File: config.mk
export PLATFORM = sky130hd
export DESIGN_NAME = serial_tx_scheduler
export DESIGN_NICKNAME = d
export VERILOG_FILES = /design/src/rtl/serial_tx_scheduler_pkg.sv /design/src/rtl/serial_tx_scheduler_rr_arbiter.sv /design/src/rtl/serial_tx_scheduler.sv
export SDC_FILE = /design/constraint.sdc
export NUM_CORES = 1
export LEC_CHECK = 0
export ABC_AREA = 1
export CAP_MARGIN = 10
export CORE_ASPECT_RATIO = 1.75
export CORE_MARGIN = 1
export CORE_UTILIZATION = 41
export CTS_CLUSTER_SIZE = 20
export DETAILED_ROUTE_END_ITERATION = 7
export GPL_TIMING_DRIVEN = 1
export HOLD_SLACK_MARGIN = 0.15
export PLACE_DENSITY_LB_ADDON = 0.08
export SLEW_MARGIN = 20
export SYNTH_ARGS = -nofsm -noshare
export SYNTH_HDL_FRONTEND = slang
export SYNTH_SLANG_ARGS = --single-unit
File: constraint.sdc
create_clock -name clk -period 2 [get_ports clk]
set_input_delay 0.4 -clock clk [delete_from_list [all_inputs] [get_ports clk]]
set_output_delay 0.4 -clock clk [all_outputs]
set_load 0.005 [all_outputs]
File: src/rtl/serial_tx_scheduler_pkg.sv
// Shared definitions for the serial transmit scheduler: FSM states, widths and
// the round-robin pointer wrap helper.
package serial_tx_scheduler_pkg;

    typedef enum logic [1:0] {
        IDLE  = 2'd0,
        START = 2'd1,
        SHIFT = 2'd2
    } sched_state_t;

    localparam int DATA_W_DEFAULT = 8;
    localparam int ERR_ID_W       = 3;

    // Index following idx in a ring of num_req requesters.
    function automatic logic [ERR_ID_W-1:0] wrap_next(input logic [ERR_ID_W-1:0] idx,
                                                      input int num_req);
        if (int'(idx) >= num_req - 1) begin
            return '0;
        end
        return idx + 1'b1;
    endfunction

endpackage

File: src/rtl/serial_tx_scheduler_rr_arbiter.sv
// Combinational round-robin pick: first active request at or after rr_ptr,
// searching circularly. The pointer itself lives in the scheduler.
module rr_arbiter
    import serial_tx_scheduler_pkg::*;
#(
    parameter int NUM_REQ = 4
) (
    input  logic [NUM_REQ-1:0]  req,
    input  logic [ERR_ID_W-1:0] rr_ptr,
    output logic [NUM_REQ-1:0]  winner_onehot,
    output logic [ERR_ID_W-1:0] winner_idx,
    output logic                any_req
);

    logic [ERR_ID_W-1:0] idx;
    logic [NUM_REQ-1:0]  shifted;

    always_comb begin
        winner_onehot = '0;
        winner_idx    = '0;
        any_req       = 1'b0;
        idx           = '0;
        shifted       = '0;
        for (int k = 0; k < NUM_REQ; k++) begin
            idx     = ERR_ID_W'((int'(rr_ptr) + k) % NUM_REQ);
            shifted = req >> idx;
            if (!any_req && shifted[0]) begin
                any_req       = 1'b1;
                winner_idx    = idx;
                winner_onehot = NUM_REQ'(1) << idx;
            end
        end
    end

endmodule

File: src/rtl/serial_tx_scheduler.sv
// Round-robin sharing of one serial transmitter between NUM_REQ byte producers.
// Optional start timeout enabled by defining SERIAL_TX_TIMEOUT_EN.
module serial_tx_scheduler
    import serial_tx_scheduler_pkg::*;
#(
    parameter int NUM_REQ = 4,
    parameter int DATA_W  = DATA_W_DEFAULT,
    parameter int TIMEOUT = 64
) (
    input  logic                      clk,
    input  logic                      reset,
    input  logic [NUM_REQ-1:0]        req,
    input  logic [NUM_REQ*DATA_W-1:0] req_data,
    output logic [NUM_REQ-1:0]        done,
    output logic [NUM_REQ-1:0]        grant,
    output logic                      busy,
    output logic                      tx_send,
    output logic [DATA_W-1:0]         tx_data,
    input  logic                      tx_busy,
    output logic                      err,
    output logic [ERR_ID_W-1:0]       err_id
);

    sched_state_t        state;
    logic [ERR_ID_W-1:0] rr_ptr;
    logic [ERR_ID_W-1:0] winner;
    logic [NUM_REQ-1:0]  win_onehot;
    logic [ERR_ID_W-1:0] win_idx;
    logic                any_req;

    rr_arbiter #(
        .NUM_REQ(NUM_REQ)
    ) u_arbiter (
        .req          (req),
        .rr_ptr       (rr_ptr),
        .winner_onehot(win_onehot),
        .winner_idx   (win_idx),
        .any_req      (any_req)
    );

`ifdef SERIAL_TX_TIMEOUT_EN
    localparam int CNT_W = $clog2(TIMEOUT + 1);
    logic [CNT_W-1:0]    start_cnt;
    logic                err_r;
    logic [ERR_ID_W-1:0] err_id_r;

    assign err    = err_r;
    assign err_id = err_id_r;
`else
    assign err    = 1'b0;
    assign err_id = '0;
`endif

    // A stale transfer (tx_busy already high) blocks arbitration until it ends.
    always_ff @(posedge clk or posedge reset) begin
        if (reset) begin
            state     <= IDLE;
            rr_ptr    <= '0;
            winner    <= '0;
            done      <= '0;
            grant     <= '0;
            busy      <= 1'b0;
            tx_send   <= 1'b0;
            tx_data   <= '0;
`ifdef SERIAL_TX_TIMEOUT_EN
            start_cnt <= '0;
            err_r     <= 1'b0;
            err_id_r  <= '0;
`endif
        end else begin
            done <= '0;
`ifdef SERIAL_TX_TIMEOUT_EN
            err_r <= 1'b0;
`endif
            case (state)
                IDLE: begin
                    if (any_req && !tx_busy) begin
                        winner    <= win_idx;
                        grant     <= win_onehot;
                        tx_data   <= DATA_W'(req_data >> (int'(win_idx) * DATA_W));
                        tx_send   <= 1'b1;
                        busy      <= 1'b1;
                        state     <= START;
`ifdef SERIAL_TX_TIMEOUT_EN
                        start_cnt <= '0;
`endif
                    end
                end
                START: begin
                    if (tx_busy) begin
                        tx_send <= 1'b0;
                        state   <= SHIFT;
                    end
`ifdef SERIAL_TX_TIMEOUT_EN
                    else if (start_cnt == CNT_W'(TIMEOUT - 1)) begin
                        tx_send  <= 1'b0;
                        err_r    <= 1'b1;
                        err_id_r <= winner;
                        rr_ptr   <= wrap_next(winner, NUM_REQ);
                        grant    <= '0;
                        busy     <= 1'b0;
                        state    <= IDLE;
                    end else begin
                        start_cnt <= start_cnt + 1'b1;
                    end
`endif
                end
                SHIFT: begin
                    if (!tx_busy) begin
                        done   <= NUM_REQ'(1) << winner;
                        grant  <= '0;
                        busy   <= 1'b0;
                        rr_ptr <= wrap_next(winner, NUM_REQ);
                        state  <= IDLE;
                    end
                end
                default: state <= IDLE;
            endcase
        end
    end

endmodule
==> metrics.cfg, run 1 <==
[worst_setup_path]
crit_required_ns=2.15
cp-startpoint=rr_ptr[0]$_DFFE_PP0P_
worstSetupPathType=reg2reg
reg2reg_from=rr_ptr[0]$_DFFE_PP0P_
cp_max_fo=7
arrival_ns=2.03
endpoint_kind=flip-flop
cp-start-kind=flip-flop

[detailed_routing]
drt_pass1_iterations=5
drc=0
drt-met1-wl_mm=1.58
antenna_left=0
route.met3.wl_um=146
drt_iter0_markers=18
drt_wl_total_mm=4.42
routed-wl-met2_mm=2.60
vias=1834
highest_layer=met4
viasPerCell=4.86
avgRoutedWirePerCell_um=11.7

[clock_network]
clock-sinks=24
htreeDepth=1
cts_tree=built
clock_latency_ns=0.27
clock_tree.root_cell=clkbuf_8
numCtsBuffers=3
ctsHoldBuffers=0
cts_buffer_depth=2
cts.clk_slew.worst_paths_ns=0.09

[global_route]
overflow=0
antenna_found_initial=0
grt_max_degree=25
track_usage=0.205
grt_pass1_vias=1779
grt_pass1_wl_mm=7.49

[cells_and_area]
drive_above_1_share=0.162
multi_input_area_um2=1030
syn2layout_area_growth_pct=45.4
layout.cells.non_filler=377
layout.nets=380
n_antenna_cell=0
fillers=425
regArea_um2=602

[floorplanning]
ios=61
rows=31
core-area_um2=4190
fp.dieW_um=52.2
dieArea_um2=4680
die-height_um=89.8
initial_core_util=0.431

[timing]
finalSetupViolations=0
fin_worst_skew_ns=0.00268
rsz0062_at_grt=no
fmax_mhz=531
drv_slew=0
fin_crit_ns=1.88
finalCritPeriodShare=0.941
timing_hold_violations_final=0
fin_ws_ns=0.118
timing.hold.ws_ns=0.477

[synthesis]
netlist_area_um2=1810
ys_ff_latch=24
synth.distinct_cells=25
postSynthAreaPerCell_um2=7.05
ys_warn_count=0
yosysSeqAreaShare=0.333
syn_inst=256

[place]
gp_congestion=0.784
post-dp-hpwl_mm=3.65
port_buffers=56
pre_cts_slack_ns=-0.222
numPlacedInstances=373

[run]
max_cap_viol_count=0

[pwr]
vdd_drop_max_mv=1.04
cellLeakagePower_nw=1.34
power-per-cell-area_nw_per_um2=1600
total_power_w=0.00421

[hold_path]
hold_path.class=in2async

[outcome]
status=finished clean

==> metrics by stage <==
| stage | instance area (µm²) | setup TNS, ns | utilization |
|---|---|---|---|
| floorplan | 1830 | 0 | - |
| global placement | 2530 | -1.37 | 0.604 |
| detailed placement | 2530 | -1.92 | 0.604 |
| CTS | 2600 | 0 | 0.621 |
| global route | 2630 | 0 | 0.627 |
| finish | 2630 | 0 | 0.627 |
==> Yosys cell counts <==
master / instances / area (µm²)
a21oi_1: 3 / 15.0
nand2_4: 5 / 56.3
nand4_1: 2 / 12.5
nor2_2: 1 / 6.26
nand2_1: 79 / 297
nand3_2: 4 / 40.0
nand4_4: 1 / 21.3
a31oi_1: 1 / 6.26
dfrtp_1: 24 / 601
o21ai_0: 16 / 80.1
inv_1: 36 / 135
nand2_2: 7 / 43.8
ha_1: 12 / 150
nor3_1: 1 / 5.00
o21ai_1: 1 / 5.00
inv_6: 1 / 8.76
inv_2: 3 / 11.3
nand3_1: 32 / 160
buf_4: 4 / 30.0
nor2_1: 15 / 56.3
conb_1: 1 / 3.75
a21oi_2: 2 / 17.5
nor2_4: 1 / 11.3
buf_6: 2 / 22.5
buf_2: 2 / 10.0
==> power by group <==
| part | leakage (nW) | internal [W] | switching [W] |
|---|---|---|---|
| Clock | 0.0357 | 0.000267 | 0.000166 |
| Sequential | 0.301 | 0.000680 | 0.000126 |
| Combinational | 1.01 | 0.00127 | 0.00169 |
==> critical path, stage by stage (launching register included) <==
cell,delay [ns]
dfrtp_2,0.45
inv_6,0.07
ha_4,0.22
inv_2,0.06
nand3_2,0.10
nand2_4,0.13
nor2_2,0.06
nor2_2,0.14
nand2_4,0.08
buf_4,0.16
nand3_1,0.06
nand2_1,0.05
nand2_1,0.09
nand3_1,0.10
==> worst paths after layout <==
| check | depth (start not counted) | slack (ns) | end |
|---|---|---|---|
| max | 13 | 0.12 | tx_data[2]$_DFFE_PP0P_ |
| max in group asynchronous | 3 | 1.26 | rr_ptr[0]$_DFFE_PP0P_ |
| max reg2reg | 13 | 0.12 | tx_data[2]$_DFFE_PP0P_ |
| min reg2reg | 2 | 0.50 | busy$_DFFE_PP0P_ |
| min | 3 | 0.48 | done[1]$_DFF_PP0_ |
| min in group clk | 2 | 0.50 | busy$_DFFE_PP0P_ |
==> final cells by class <==
cell class	instances	area share
multi-input combinational	187	0.392
timing repair buffer	73	0.268
sequential	24	0.229
inverter	40	0.0601
tap	49	0.0234
clock buffer	3	0.0157
clock inverter	1	0.0114
==> sequential cells by signal, summed over array words and instances, names as in the netlist <==
register  flops
busy          1
done          4
grant         4
rr_ptr        2
state         2
tx_data       8
tx_send       1
winner        2
==> timing repair <==
action | in CTS | in global routing
buffers inserted | 0 | 0
resized for setup | 0 | 7
setup endpoints to repair | 0 | 9
==> layout by cell type (no fill, tap or decap), types with 3 or more instances in the layout <==
master	count
a21oi_2	3
buf_4	15
clkbuf_8	3
clkdlybuf4s50_1	56
conb_1	4
dfrtp_1	23
ha_1	11
inv_1	34
inv_2	4
nand2_1	78
nand2_2	8
nand2_4	4
nand3_1	32
nand3_2	4
nor2_1	14
o21ai_0	16
==> metal layers <==
metal	global-route usage	vias to the layer above
met3	0.0203	10
met4	0.0570	0
met1	0.200	836
met2	0.418	55
met5	0	-
li1	-	933
==> kinds of logic (layout without fill, tap and decap cells) <==
| kind of cell | count (synthesis) | in the layout | share of synthesized area |
|---|---|---|---|
| AND/OR/NAND/NOR | 148 | 148 | 0.393 |
| buffers and inverters | 48 | 117 | 0.121 |
| flip-flops | 24 | 24 | 0.333 |
| AO/OA/AOI/OAI | 23 | 23 | 0.0686 |
| adder cells (fa/ha/maj) | 12 | 12 | 0.0832 |
| other | 1 | 4 | 0.00208 |
Note: power is estimated with default switching activity, not from simulation.
==> run 2: changes to the inputs <==
--- a/config.mk
+++ b/config.mk
@@ -6,7 +6,7 @@
 export NUM_CORES = 1
 export LEC_CHECK = 0
 export ABC_AREA = 1
-export CAP_MARGIN = 10
+export CAP_MARGIN = 20
 export CORE_ASPECT_RATIO = 1.75
 export CORE_MARGIN = 1
 export CORE_UTILIZATION = 41
==> results of run 2 <==
No change in the layout: final DEF, timing and power equal those of run 1.
